`src/rtl/fu_arbiter_pkg.sv`:
```
// Shared constants and the issue-stage record for the function-unit arbiter.
package fu_arbiter_pkg;
  localparam int W       = 32;
  localparam int TW      = 4;
  localparam int REQ_EXE = 0;
  localparam int REQ_BR  = 1;
  // Status bits are kept packed as {Z,C,N,V}.
  localparam int FLAG_Z  = 3;
  localparam int FLAG_C  = 2;
  localparam int FLAG_N  = 1;
  localparam int FLAG_V  = 0;

  typedef struct packed {
    logic          valid;
    logic          owner;
    logic [W-1:0]  a;
    logic [W-1:0]  b;
    logic [4:0]    sh;
    logic [4:0]    fs;
    logic          setf;
    logic [TW-1:0] tag;
  } issue_t;
endpackage

```
`src/rtl/rr_arb2.sv`:
```
// Two-input round-robin arbiter; last_q remembers the most recent winner.
module rr_arb2 (
  input  logic       clk,
  input  logic       rst,
  input  logic [1:0] elig,
  output logic [1:0] gnt
);
  logic last_q, last_d;

  always_comb begin
    gnt    = elig;
    last_d = last_q;
    if (elig == 2'b11) gnt = last_q ? 2'b01 : 2'b10;
    if (gnt[0])      last_d = 1'b0;
    else if (gnt[1]) last_d = 1'b1;
  end

  // Reset as "requester 1 won last" so requester 0 takes the first tie.
  always_ff @(posedge clk or posedge rst) begin
    if (rst) last_q <= 1'b1;
    else     last_q <= last_d;
  end
endmodule

```
`src/rtl/fu_arbiter.sv`:
```
// Shares one ALU/shifter between the execute stage and the branch path:
// arbitrate, register operands onto the FU, capture results and status flags.
module fu_arbiter
  import fu_arbiter_pkg::*;
(
  input  logic          CLK,
  input  logic          RESET,
  input  logic          REQ_VALID_0,
  input  logic          REQ_VALID_1,
  output logic          REQ_READY_0,
  output logic          REQ_READY_1,
  input  logic [W-1:0]  REQ_A_0,
  input  logic [W-1:0]  REQ_A_1,
  input  logic [W-1:0]  REQ_B_0,
  input  logic [W-1:0]  REQ_B_1,
  input  logic [4:0]    REQ_SH_0,
  input  logic [4:0]    REQ_SH_1,
  input  logic [4:0]    REQ_FS_0,
  input  logic [4:0]    REQ_FS_1,
  input  logic          REQ_SETF_0,
  input  logic          REQ_SETF_1,
  input  logic [TW-1:0] REQ_TAG_0,
  input  logic [TW-1:0] REQ_TAG_1,
  output logic          RSP_VALID_0,
  output logic          RSP_VALID_1,
  input  logic          RSP_READY_0,
  input  logic          RSP_READY_1,
  output logic [W-1:0]  RSP_F_0,
  output logic [W-1:0]  RSP_F_1,
  output logic [TW-1:0] RSP_TAG_0,
  output logic [TW-1:0] RSP_TAG_1,
  output logic [W-1:0]  FU_A,
  output logic [W-1:0]  FU_B,
  output logic [4:0]    FU_SH,
  output logic [4:0]    FU_FS,
  input  logic [W-1:0]  FU_F,
  input  logic          FU_Z,
  input  logic          FU_C,
  input  logic          FU_N,
  input  logic          FU_V,
  output logic          Z,
  output logic          C,
  output logic          N,
  output logic          V
);
  issue_t                iss_q, iss_d;
  logic [1:0]            rsp_v_q, rsp_v_d;
  logic [1:0][W-1:0]     rsp_f_q, rsp_f_d;
  logic [1:0][TW-1:0]    rsp_tag_q, rsp_tag_d;
  logic [3:0]            flags_q, flags_d;
  logic [1:0]            rsp_rdy, own_busy, slot_free, elig, gnt;

  assign rsp_rdy   = {RSP_READY_1, RSP_READY_0};
  assign own_busy  = {iss_q.valid & iss_q.owner, iss_q.valid & ~iss_q.owner};
  assign slot_free = (~rsp_v_q | rsp_rdy) & ~own_busy;
  assign elig      = {REQ_VALID_1, REQ_VALID_0} & slot_free;

  rr_arb2 u_arb (
    .clk  (CLK),
    .rst  (RESET),
    .elig (elig),
    .gnt  (gnt)
  );

  assign REQ_READY_0 = gnt[REQ_EXE];
  assign REQ_READY_1 = gnt[REQ_BR];

  always_comb begin
    iss_d = '0;
    if (gnt[REQ_EXE]) begin
      iss_d.valid = 1'b1;
      iss_d.owner = 1'b0;
      iss_d.a     = REQ_A_0;
      iss_d.b     = REQ_B_0;
      iss_d.sh    = REQ_SH_0;
      iss_d.fs    = REQ_FS_0;
      iss_d.setf  = REQ_SETF_0;
      iss_d.tag   = REQ_TAG_0;
    end else if (gnt[REQ_BR]) begin
      iss_d.valid = 1'b1;
      iss_d.owner = 1'b1;
      iss_d.a     = REQ_A_1;
      iss_d.b     = REQ_B_1;
      iss_d.sh    = REQ_SH_1;
      iss_d.fs    = REQ_FS_1;
      iss_d.setf  = REQ_SETF_1;
      iss_d.tag   = REQ_TAG_1;
    end
  end

  // A capture for the same requester overrides its drain on the same edge.
  always_comb begin
    rsp_v_d   = rsp_v_q & ~rsp_rdy;
    rsp_f_d   = rsp_f_q;
    rsp_tag_d = rsp_tag_q;
    flags_d   = flags_q;
    if (iss_q.valid) begin
      rsp_v_d[iss_q.owner]   = 1'b1;
      rsp_f_d[iss_q.owner]   = FU_F;
      rsp_tag_d[iss_q.owner] = iss_q.tag;
      if (iss_q.setf) flags_d = {FU_Z, FU_C, FU_N, FU_V};
    end
  end

  always_ff @(posedge CLK or posedge RESET) begin
    if (RESET) begin
      iss_q     <= '0;
      rsp_v_q   <= '0;
      rsp_f_q   <= '0;
      rsp_tag_q <= '0;
      flags_q   <= '0;
    end else begin
      iss_q     <= iss_d;
      rsp_v_q   <= rsp_v_d;
      rsp_f_q   <= rsp_f_d;
      rsp_tag_q <= rsp_tag_d;
      flags_q   <= flags_d;
    end
  end

  assign FU_A  = iss_q.a;
  assign FU_B  = iss_q.b;
  assign FU_SH = iss_q.sh;
  assign FU_FS = iss_q.fs;

  assign RSP_VALID_0 = rsp_v_q[REQ_EXE];
  assign RSP_VALID_1 = rsp_v_q[REQ_BR];
  assign RSP_F_0     = rsp_f_q[REQ_EXE];
  assign RSP_F_1     = rsp_f_q[REQ_BR];
  assign RSP_TAG_0   = rsp_tag_q[REQ_EXE];
  assign RSP_TAG_1   = rsp_tag_q[REQ_BR];

  assign Z = flags_q[FLAG_Z];
  assign C = flags_q[FLAG_C];
  assign N = flags_q[FLAG_N];
  assign V = flags_q[FLAG_V];
endmodule

```
`config.mk`:
```
export PLATFORM = sky130hd
export DESIGN_NAME = fu_arbiter
export DESIGN_NICKNAME = d
export VERILOG_FILES = /design/src/rtl/fu_arbiter_pkg.sv /design/src/rtl/rr_arb2.sv /design/src/rtl/fu_arbiter.sv
export SDC_FILE = /design/constraint.sdc
export NUM_CORES = 1
export LEC_CHECK = 0
export CORE_MARGIN = 5
export CORE_UTILIZATION = 30
export DETAILED_ROUTE_END_ITERATION = 10
export GPL_ROUTABILITY_DRIVEN = 0
export PLACE_DENSITY = 0.63
export SKIP_LAST_GASP = 1
export SLEW_MARGIN = 10
export SYNTH_ARGS = -nofsm -noshare
export SYNTH_HDL_FRONTEND = slang
export SYNTH_SLANG_ARGS = --single-unit
```
`constraint.sdc`:
```
create_clock -name CLK -period 8.66 [get_ports CLK]
set_clock_uncertainty 0.15 [all_clocks]
set_input_delay 1.299 -clock CLK [delete_from_list [all_inputs] [get_ports CLK]]
set_output_delay 1.299 -clock CLK [all_outputs]
set_load 0.01 [all_outputs]
```
Word-level counts from Yosys, hierarchy flattened
Cells that the tools add are included.

Eq/ne operators: 1. Bitwise logic cells: 11. Magnitude comparators: 2. Reductions and logical operators: 3. Mux-type cells: 15.

Operators with widths (number): 81-bit two-way mux (2); 64-bit bitwise mux (1); 32-bit demux with 1-bit select (1); 32-bit two-way mux (1); 8-bit bitwise mux (1); 2-bit bitwise AND (3); 2-bit two-way mux (3); 2-bit NOT (3); 4-bit demux with 1-bit select (1); 4-bit two-way mux (1); 2-bit OR (2); 1-bit two-way mux (3); 1-bit bitwise AND (2); 2-bit equality test (second input constant) (1); 1-bit by 2-bit less-than comparator with 1-bit output (second input constant) (1); 2-bit AND reduction (1); 2-bit nonzero test (1); 1-bit demux with 1-bit select (1); 1-bit greater-or-equal comparator (second input constant) (1); 1-bit logical AND (1); 1-bit NOT (1).

Bits in registers: 160. Word-level logic and storage cells: 47. Output and inout bits: 154. Input port bits: 200.

Logic depth before layout (Yosys ltp)
Depth after elaboration: 9. Gate-level depth with buffers: 7. Depth with buffers taken out: 5.

Cells and area by module
From an unflattened synthesis, not the netlist that was laid out.

Cells, all modules: 433. Area, all modules: 6422.4 um2.

Modules (own cells, without submodules): fu_arbiter (times used 1, sequential area each 3978.8 um2, cells an instance 426, area an instance 6364.9 um2); rr_arb2 (times used 1, sequential area each 26.3 um2, cells an instance 7, area an instance 57.6 um2).

Worst setup path after synthesis
No wires, ideal clock.

Kind: input -> output. From: in RSP_READY_0. To: out REQ_READY_1. Path slack: 4961 ps. Path buffers: 1. Data required time: 7211 ps. Data arrival time: 2250 ps. Cell stages on the path: 3. Path through: o21a_4 > a311oi_4 > buf_6.

Word-level cells in the longest chain between the ends: 5.

Ends and longest elaborated chain: start, declared (line fu_arbiter.sv:26) `input logic RSP_READY_0,`; 2-bit OR (line fu_arbiter.sv:55) `assign slot_free = (~rsp_v_q | rsp_rdy) & ~own_busy;`; 2-bit bitwise AND (line fu_arbiter.sv:55); 2-bit bitwise AND (line fu_arbiter.sv:56) `assign elig = {REQ_VALID_1, REQ_VALID_0} & slot_free;`; 2-bit equality test (line rr_arb2.sv:13) `if (elig == 2'b11) gnt = last_q ? 2'b01 : 2'b10;`; 2-bit two-way mux (line rr_arb2.sv:13); end, declared (line fu_arbiter.sv:11) `output logic REQ_READY_1,`.

Every way passes these cells.

Final worst setup path
From: in RSP_READY_1. To: out REQ_READY_1.

Word-level cells in the longest chain between the ends: 5.

Ends and longest elaborated chain: start, declared (line fu_arbiter.sv:27) `input logic RSP_READY_1,`; 2-bit OR (*) (line fu_arbiter.sv:55); 2-bit bitwise AND (*) (line fu_arbiter.sv:55); 2-bit bitwise AND (*) (line fu_arbiter.sv:56); 2-bit equality test (line rr_arb2.sv:13); 2-bit two-way mux (*) (line rr_arb2.sv:13).

Every way passes the cells marked *; elsewhere a longest branch is shown, timed or not.

==> impl_metrics.py <==
metrics = {
    "floorplanning": {
        "die_x_um": 156,
        "fp.coreArea_um2": 21000,
        "dieArea_um2": 24300,
        "io_pins": 354,
        "start_util_pct": 30.4,
        "die_h_um": 156,
        "rows": 53,
    },
    "cts": {
        "cts.clk_slew.worst_paths_ps": 70,
        "numCtsBuffers": 17,
        "clock_latency_ps": 410,
        "hold_buffers": 0,
        "cts.sinks": 160,
        "cts_setup_buffers": 0,
        "cts.htree.levels": 4,
        "cts_resized": 0,
        "clk_path_buf_depth": 2,
        "tritoncts": "done",
        "root_buffer": "clkbuf_16",
    },
    "timing": {
        "relSlewSlack_pct": 29.4,
        "fin_hold_ws_ps": 353,
        "max_clock_freq_mhz": 228,
        "hold_viol": 0,
        "min_period_over_period_pct": 50.6,
        "layout_setup_ws_ps": 4280,
        "fin_crit_ps": 4380,
        "maxSlewViolCount": 0,
        "grt_setup_unrepaired": "no",
        "tightest_slew_ps": 1060,
        "setup_tns_ps": 0,
        "setup-violations-final": 0,
    },
    "yosys": {
        "synth_enable_flop_cells": 0,
        "ys_ff_latch": 160,
        "synth_area_um2": 6390,
        "synthFlopType": "dfrtp_1",
        "ys_seq_area_share_pct": 62.6,
        "synth-async-reset-ratio_pct": 100,
        "synthCells": 431,
        "synth_fp_nets": 631,
        "yosysWarnings": 0,
        "synth_cell_types": 22,
        "avgSynthCellArea_um2": 14.8,
    },
    "placed_design": {
        "pre_cts_ws_ps": 4280,
        "post_dp_cell_area_um2": 9590,
        "dp_hpwl_mm": 13.9,
        "io_buffers": 353,
    },
    "hold_path": {
        "min_from": "iss_q[1]",
        "hold_end": "RSP_TAG_1[1]",
        "worstHoldPathCells": 1,
        "hp-class": "register to register",
    },
    "drt": {
        "antenna_left": 0,
        "route.detailed.drc": 0,
        "first_iter_violations": 122,
        "vias": 4380,
        "drt_wl_total_mm": 18.4,
        "via_per_inst": 4.39,
        "wl_per_cell_um": 18.5,
        "drt-pass1-iter-count": 4,
    },
    "layout": {
        "num-fill-cells": 1826,
        "finalNetCount": 908,
        "mostFrequentLayoutCell": "clkdlybuf4s50_1",
        "mostFrequentLayoutCells": "clkdlybuf4s50_1, dfrtp_1, a22o_1, mux2_2, clkbuf_16",
        "syn2layout_area_growth_pct": 59.1,
        "design_area_um2": 10200,
        "drive_gt1_share_pct": 16.4,
        "multi_input_area_um2": 1660,
        "regArea_um2": 4010,
        "final_core_util_pct": 48.4,
    },
    "worst_setup_path": {
        "worst_ep_required_time_ps": 7210,
        "cpPeakStageDelay_ps": 640,
        "worst-path-buf-inv": 3,
        "crit_path_top_delay_cell": "clkdlybuf4s50_1",
        "cp_top_family": "buffers and inverters",
        "crit_top_cell": "clkdlybuf4s50_1",
        "critPathKind": "input pin to output port",
        "ff2ff_path_depth": 5,
        "rr_endpoint": "iss_q[3]",
        "cp.arrival_ps": 2930,
        "cp-end-kind": "output port",
        "r2r_setup_slack_ps": 5590,
        "crit_cells": 5,
        "cp_cell_sequence": "clkdlybuf4s50_1 > o21a_1 > inv_2 > a311oi_4 > clkdlybuf4s50_1",
        "r2r_start": "iss_q[79]",
        "critPathMaxFanout": 5,
        "critPathLaunchType": "input pin",
    },
    "power": {
        "p_per_area_nw_per_um2": 313,
        "vdd_ir_drop_max_mv": 0.114,
        "leakage_nw": 4.29,
    },
    "global_routing": {
        "antenna_found_initial": 2,
        "grt_pass1_wl_mm": 27.6,
        "grt_max_degree": 103,
        "grt_pass1_vias": 4867,
        "track_usage_pct": 14.8,
        "grt_overflow": 0,
    },
    "run_status": {
        "run_status": "completed",
    },
    "flow_run": {
        "maxCapViolations": 0,
    },
}
-- sequential cells by signal (all words and copies together), names as in the netlist --
register and count:
FU_A 32, FU_B 32, FU_FS 5, FU_SH 5, RSP_F_0 32, RSP_F_1 32
RSP_TAG_0 4, RSP_TAG_1 4, flags_q 4, iss_q 7, rsp_v_q 2, u_arb.last_q 1
-- cell type report --
cell class / instances / share of cell area (%)
Multi-Input combinational cell: 167 / 16.3
Tap cell: 275 / 3.38
Clock inverter: 12 / 1.22
Timing Repair Buffer: 356 / 35.0
Sequential cell: 160 / 39.4
Antenna cell: 1 / 0.0246
Inverter: 6 / 0.271
Clock buffer: 20 / 4.49
-- power by group --
part           internal [mW]  total (mW)  switching, mW  leakage (nW)
clock network          0.418       0.732          0.314         0.277
registers               1.03        1.16          0.130          1.98
logic                  0.788        1.30          0.507          2.04
-- kinds of logic after synthesis --
group | after synthesis | share of synthesized area, %
simple gates | 4 | 0.313
buf+inv | 104 | 11.5
flops | 160 | 62.6
compound gates | 87 | 12.1
mux | 76 | 13.4
-- synth_stat cells (all sizes together), types with 2 or more instances --
cell type  count  area (µm²)
a22o          79         692
clkbuf        11        41.3
buf           87         673
nand2          3        13.8
a311oi         2        35.0
mux2          76         856
dfrtp        159        3980
o21a           2        22.5
inv            6        22.5
-- metal layers --
layer	track usage, %	wire [µm]	vias to the layer above
met5	0	0	-
met4	5.92	419	0
met3	5.77	1890	26
met2	25.4	9440	211
met1	16.4	6690	2118
li1	-	-	2025
-- worst reg2reg max path, cell delays in order (launching register included) --
cell,delay (ps)
dfrtp_1,380
nand2b_2,690
o21a_4,400
a311oi_4,330
buf_4,690
a22o_1,360
-- stage by stage --
step	cells	total power [mW]
after detailed placement	964	2.50
after floorplan	431	1.84
final	997	3.19
after CTS	996	3.25
after global routing	997	3.37
after global placement	964	2.47
-- how the worst max path moves through the flow --
stage                     start          end
floorplan                 RESET      FU_A[0]
global placement    RSP_READY_1  REQ_READY_1
detailed placement  RSP_READY_1  REQ_READY_1
CTS                 RSP_READY_1  REQ_READY_1
global route          iss_q[79]  REQ_READY_1
finish              RSP_READY_1  REQ_READY_1
No activity file was read; power rests on OpenSTA's default activity.
==> edit 1 (same flow settings) <==
Change the package constant `TW` from 4 to 8.
--- a/src/rtl/fu_arbiter_pkg.sv
+++ b/src/rtl/fu_arbiter_pkg.sv
@@ -3,3 +3,3 @@
   localparam int W       = 32;
-  localparam int TW      = 4;
+  localparam int TW      = 8;
   localparam int REQ_EXE = 0;
Interface: changed (resized REQ_TAG_0, REQ_TAG_1, RSP_TAG_0 and RSP_TAG_1); port bits go from 354 to 370. No check against the original RTL was run, so the function may have changed too.
==> edit 1 against the original RTL <==
Sequential share of layout area rose by 0.70 points. Power is 5.4% higher. Sequential cell count rose by 12. Design area is 5.6% higher. Synthesized area grew 6.4%. Sequential power grew 8%. Routed wire length rose by 7.8%. Global-route usage increased by 0.38 points. Setup slack worse by 0.80 ns. Worst hold slack gained 0.0013 ns.
==> edit 1: results (changes against the original RTL) <==
The net switching power of the design was 1.016 mW (+6.8%); the remaining max-slew budget at the tightest pin was 0.2283 (-0.06535). In this run the critical register-to-register path is captured at iss_q[1]$_DFF_PP0_. The sequential-to-total area share from yosys stat is 0.6331 (+0.006700), and the number of antenna diodes is 0 (-1). The commonest cells after synthesis are sky130_fd_sc_hd__dfrtp_1 (171), sky130_fd_sc_hd__mux2_2 (84), sky130_fd_sc_hd__a22o_1 (83), sky130_fd_sc_hd__buf_4 (75), sky130_fd_sc_hd__buf_2 (9). For the total number of clock tree sinks, the log shows 172 (+7.5%).

The logs give 15000 um (+7.7%) for the half-perimeter wire length after placement and 100 (-18%) for the number of DRC markers in iteration 0. For the fill cell total of the finished layout, the log shows 1975 (+8.2%). The maximum fanout along the worst path works out to 84 (+79). The run gives 666 (+5.5%) as the total nets after synthesis.

The initial antenna violation count was 1 (-1); the peak supply drop was 109.7 uV (-4.0%). After synthesis, the cell types taking the most area are sky130_fd_sc_hd__dfrtp_1 (63%), sky130_fd_sc_hd__mux2_2 (14%), sky130_fd_sc_hd__a22o_1 (11%). The logs give 4.553 nW (+6.1%) for the static power due to leakage and 0.3538 ns (+0.001322 ns) for the tightest hold margin. The global-route wire length before repair was 30250 um (+9.6%).

The net total in the final layout is 956 (+5.3%). The startpoint identified for the worst hold timing path is RSP_F_1[27]$_DFFE_PP0P_. The largest incremental delay on the critical path is 0.70 ns (+0.06 ns), and the internal reg-to-reg setup slack is 5.47 ns (-0.12 ns). The tools report the terminating pin of the worst hold path as RSP_F_1[27]$_DFFE_PP0P_. The startpoint identified for the worst register-to-register timing path is iss_q[83]$_DFF_PP0_. The number of global-route vias before repair came out at 5374 (+10%).

The run finished with clean final reports.
## edit 1: changes by cell type after synthesis, moves of 3 or more
cell,unedited run,this run
sky130_fd_sc_hd__buf_6,9,6
sky130_fd_sc_hd__dfrtp_1,159,171
sky130_fd_sc_hd__buf_1,3,8
sky130_fd_sc_hd__a22o_1,79,83
sky130_fd_sc_hd__mux2_2,76,84
sky130_fd_sc_hd__buf_2,1,9
sky130_fd_sc_hd__clkbuf_1,11,3
## edit 1: how the worst max path moves through the flow
stage	from	end	slack, ns	cells past startpoint
5_1_grt	iss_q[83]$_DFF_PP0_	REQ_READY_1	3.21	5
3_5_place_dp	RSP_READY_0	REQ_READY_1	3.47	5
6_report	RSP_READY_0	REQ_READY_1	3.48	5
4_1_cts	iss_q[83]$_DFF_PP0_	REQ_READY_1	3.33	5
2_1_floorplan	RESET	FU_A[0]$_DFF_PP0_	2.55	1
3_3_place_gp	RSP_READY_0	REQ_READY_1	3.56	5
## edit 1: metrics by stage
stage | utilization | std cells | worst slack, ns
after floorplan | - | 458 | 2.553
after global placement | 0.4523 | 1014 | 3.559
after detailed placement | 0.4523 | 1014 | 3.466
after CTS | 0.4773 | 1045 | 3.331
after global routing | 0.4773 | 1045 | 3.210
final | 0.4773 | 1045 | 3.480
## edit 1: per-layer routing
layer  GRT usage  up-vias  part of all wire
li1            -     2139                 -
met1      0.1616     2315              0.36
met2      0.2732      235              0.53
met3     0.05312       27             0.089
met4     0.06023        2             0.023
met5           0        -            0.0010
## edit 1: kinds of logic (layout without fill, tap and decap cells)
logic type             count (synthesis)  after routing  synth area share
DFF                                  172            172            0.6331
buffers and inverters                107            409            0.1087
AOI/OAI and AO/OA                     91             91            0.1165
muxes                                 84             84            0.1391
and+or+nand+nor                        4              4          0.002576
## edit 1: critical path: cells and delay by family
| kind | cells | cell delay (ns) |
|---|---|---|
| compound gates | 2 | 0.59 |
| buf+inv | 3 | 1.81 |
## edit 1: area by class of cell
type / count / area [sq um] / area share
timing repair buffer: 372 / 3716 / 0.3460
inverter: 6 / 27.53 / 0.002563
tap: 285 / 356.6 / 0.03320
clock inverter: 14 / 137.6 / 0.01281
clock buffer: 17 / 425.4 / 0.03960
sequential: 172 / 4305 / 0.4008
multi-input combinational: 179 / 1773 / 0.1651
## edit 1: power by group through the flow
stage / clock network [mW] / registers, mW / logic [mW]
global placement: 0 / 1.25 / 1.38
floorplan: 0 / 1.33 / 0.623
finish: 0.733 / 1.25 / 1.38
CTS: 0.757 / 1.25 / 1.41
global route: 0.793 / 1.29 / 1.47
detailed placement: 0 / 1.27 / 1.41
==> edit 2 (same settings) <==
Made on the original files. `rsp_tag_q` no longer has a reset.
--- a/src/rtl/fu_arbiter.sv
+++ b/src/rtl/fu_arbiter.sv
@@ -109,3 +109,2 @@
       rsp_f_q   <= '0;
-      rsp_tag_q <= '0;
       flags_q   <= '0;
@@ -115,5 +114,8 @@
       rsp_f_q   <= rsp_f_d;
-      rsp_tag_q <= rsp_tag_d;
       flags_q   <= flags_d;
     end
+  end
+
+  always_ff @(posedge CLK) begin
+    rsp_tag_q <= rsp_tag_d;
   end
Function: differs if RESET is asserted again (counterexample within 4 cycles, from zero or initial values and one cycle with RESET high); with RESET held inactive, the same outputs for 4 cycles.
==> edit 2 against the original RTL <==
Synthesized area is 0.53% lower. Final cell count is 5.8% higher. Synthesized cell count is 14% higher. Sequential share of layout area is 0.45 points higher. First-iteration DRC count is 1.6% lower. Power is 0.88% lower. Sequential cell count stayed put. Design area is 0.14% lower. Die area is 0.49% lower. Maximum frequency is 5.8% lower. Routed wire length is 4.1% higher. Setup slack worse by 0.27 ns. Register-to-register slack better by 0.31 ns. Critical endpoint is now REQ_READY_0. Largest power group unchanged.
==> edit 2: results (changes against the original RTL) <==
The tools report the count of mapped cells out of synthesis as 491 (+14%). The Yosys warning count came out at 0 (unchanged). By area the synthesized netlist is led by sky130_fd_sc_hd__dfrtp_1 (59%), sky130_fd_sc_hd__a22o_1 (11%), sky130_fd_sc_hd__buf_4 (8.7%). The tightest hold margin was 0.3116 ns (-0.04095 ns); the fill cell total of the finished layout was 1920 (+5.1%). The final worst setup slack is 4.010 ns (-0.2678 ns).

The run gives 0 (-2) as the initial antenna violation count. The logic depth of the worst register-to-register path is 6 (+1), and the maximum fanout along the worst path is 20 (+15). The number of distinct standard cells referenced by the synthesized netlist was 23 (+4.5%).

The clock-pin transition on the worst setup and hold timing paths came out at 0.07 ns (about the same). The worst-path cell with the longest stage delay was sky130_fd_sc_hd__clkdlybuf4s50_1. The largest incremental delay on the critical path was 0.64 ns (about the same); the ratio of cells with drive above 1 in the final layout was 0.1013 (-0.06238). The max-slew violation count was 0 (unchanged); the number of cells upsized or downsized after cts was 0 (unchanged). Number of DRC markers in iteration 0: 120 (-1.6%). The pin count of the biggest net entering global routing is 80 (-22%), and the number of flops mapped to enable cells by yosys is 8 (+8). The tools report the number of antenna diodes as 0 (-1). The largest buffer count on any clock path was 2 (unchanged); the number of global-route vias before repair was 4737 (-2.7%). The sequential-to-total area share from yosys stat came out at 0.6360 (+0.009623).

The static power due to leakage is 4.426 nW (+3.1%), and the placed instance count is 1024 (+6.2%). The adder and majority cell fraction of the synthesized area was 0 (unchanged). The port buffer count works out to 353 (unchanged). The peak supply drop was 117.6 uV (+2.8%); the fraction of the mapped netlist area in compound gates was 0.1220 (+0.0006445).

The internal reg-to-reg setup slack was 5.90 ns (+0.31 ns); the cell count of the worst hold path was 0 (-1). The run gives 28200 um (+2.2%) as the global-route wire length before repair. The tools report the arrival time of data at the critical path endpoint as 3.20 ns (+0.27 ns). The tools report the design internal power as 2.193 mW (-1.9%).

The average routed wire per standard cell came out at 18.20 um (-1.6%). The total nets after synthesis is 691 (+9.5%). Final wirelength: 19200 um (+4.1%). Counting instances in the post-synthesis netlist gives the leading cell types as sky130_fd_sc_hd__dfrtp_1 (151), sky130_fd_sc_hd__nand2_1 (98), sky130_fd_sc_hd__a22o_1 (79), sky130_fd_sc_hd__buf_4 (74), sky130_fd_sc_hd__mux2_2 (36). The share of synthesized flip-flops with an asynchronous set or reset is 0.9500 (-0.05000), and the later-pin clock latency in the skew report is 0.41 ns (about the same). The multiplexer area fraction after synthesis is 0.06374 (-0.07011), and the instance area after placement is 9558 sq um (-0.31%). The net total in the final layout came out at 968 (+6.6%). Detailed-route via count: 4568 (+4.3%). The worst-margin pin slew is 0.9809 ns (-0.07860 ns). Clock tree synthesis selected as its root buffer the cell sky130_fd_sc_hd__clkbuf_16. Global routing usage summed across all routing layers: 0.1534 (+0.005781). The post-synthesis xor/xnor area fraction is 0 (unchanged), and the H-tree level count is 4 (unchanged).

The flow ran to the end, and the final reports show no timing, DRC or antenna violations. The area growth from synthesis to layout was 59.71%; the clock buffer count from CTS was 17 (unchanged). The half-perimeter wire length after placement is 14490 um (+4.0%).
edit 2: changes by cell type after synthesis:
cell	change
sky130_fd_sc_hd__buf_1	+2
sky130_fd_sc_hd__buf_2	+1
sky130_fd_sc_hd__clkbuf_1	-1
sky130_fd_sc_hd__dfrtp_1	-8
sky130_fd_sc_hd__edfxtp_1	+8
sky130_fd_sc_hd__inv_1	+2
sky130_fd_sc_hd__mux2_2	-40
sky130_fd_sc_hd__nand2_1	+96
edit 2: worst paths after layout:
check / startpoint / end
max in group asynchronous: RESET / FU_A[14]$_DFF_PP0_
max: RSP_READY_1 / REQ_READY_0
min: iss_q[0]$_DFF_PP0_ / RSP_TAG_0[0]$_DFFE_PP_
min reg2reg: iss_q[0]$_DFF_PP0_ / RSP_TAG_0[0]$_DFFE_PP_
min in group asynchronous: RESET / FU_A[19]$_DFF_PP0_
max reg2reg: iss_q[80]$_DFF_PP0_ / FU_SH[1]$_DFF_PP0_
edit 2: layout make-up:
cell class                      count  area share
Clock buffer                       19     0.04459
Timing Repair Buffer              358      0.3516
Clock inverter                     12     0.01441
Tap cell                          275     0.03388
Multi-Input combinational cell    223      0.1539
Inverter                            8    0.003449
Sequential cell                   160      0.3983
edit 2: power groups by stage:
stage | Sequential, mW | Combinational, mW | Clock, mW
2_1_floorplan | 1.23 | 0.571 | 0
4_1_cts | 1.16 | 1.27 | 0.793
3_3_place_gp | 1.16 | 1.26 | 0
5_1_grt | 1.19 | 1.33 | 0.825
3_5_place_dp | 1.17 | 1.27 | 0
6_report | 1.15 | 1.24 | 0.766
edit 2: cells by family (layout without fill, tap and decap cells):
family / after synthesis / count (layout)
AO/OA/AOI/OAI: 87 / 87
buffers and inverters: 108 / 397
flip-flops: 160 / 160
multiplexers: 36 / 36
AND/OR/NAND/NOR: 100 / 100
edit 2: critical path, delay by kind of cell:
kind | cells | cell delay [ns]
compound gates | 2 | 0.70
buf+inv | 3 | 1.20
edit 2: routing by layer:
layer / GRT usage / wire [um] / up-vias
li1: - / - / 2162
met1: 0.1754 / 7004 / 2152
met2: 0.2565 / 9655 / 237
met3: 0.07351 / 2252 / 17
met4: 0.04585 / 286 / 0
met5: 0 / 0 / -
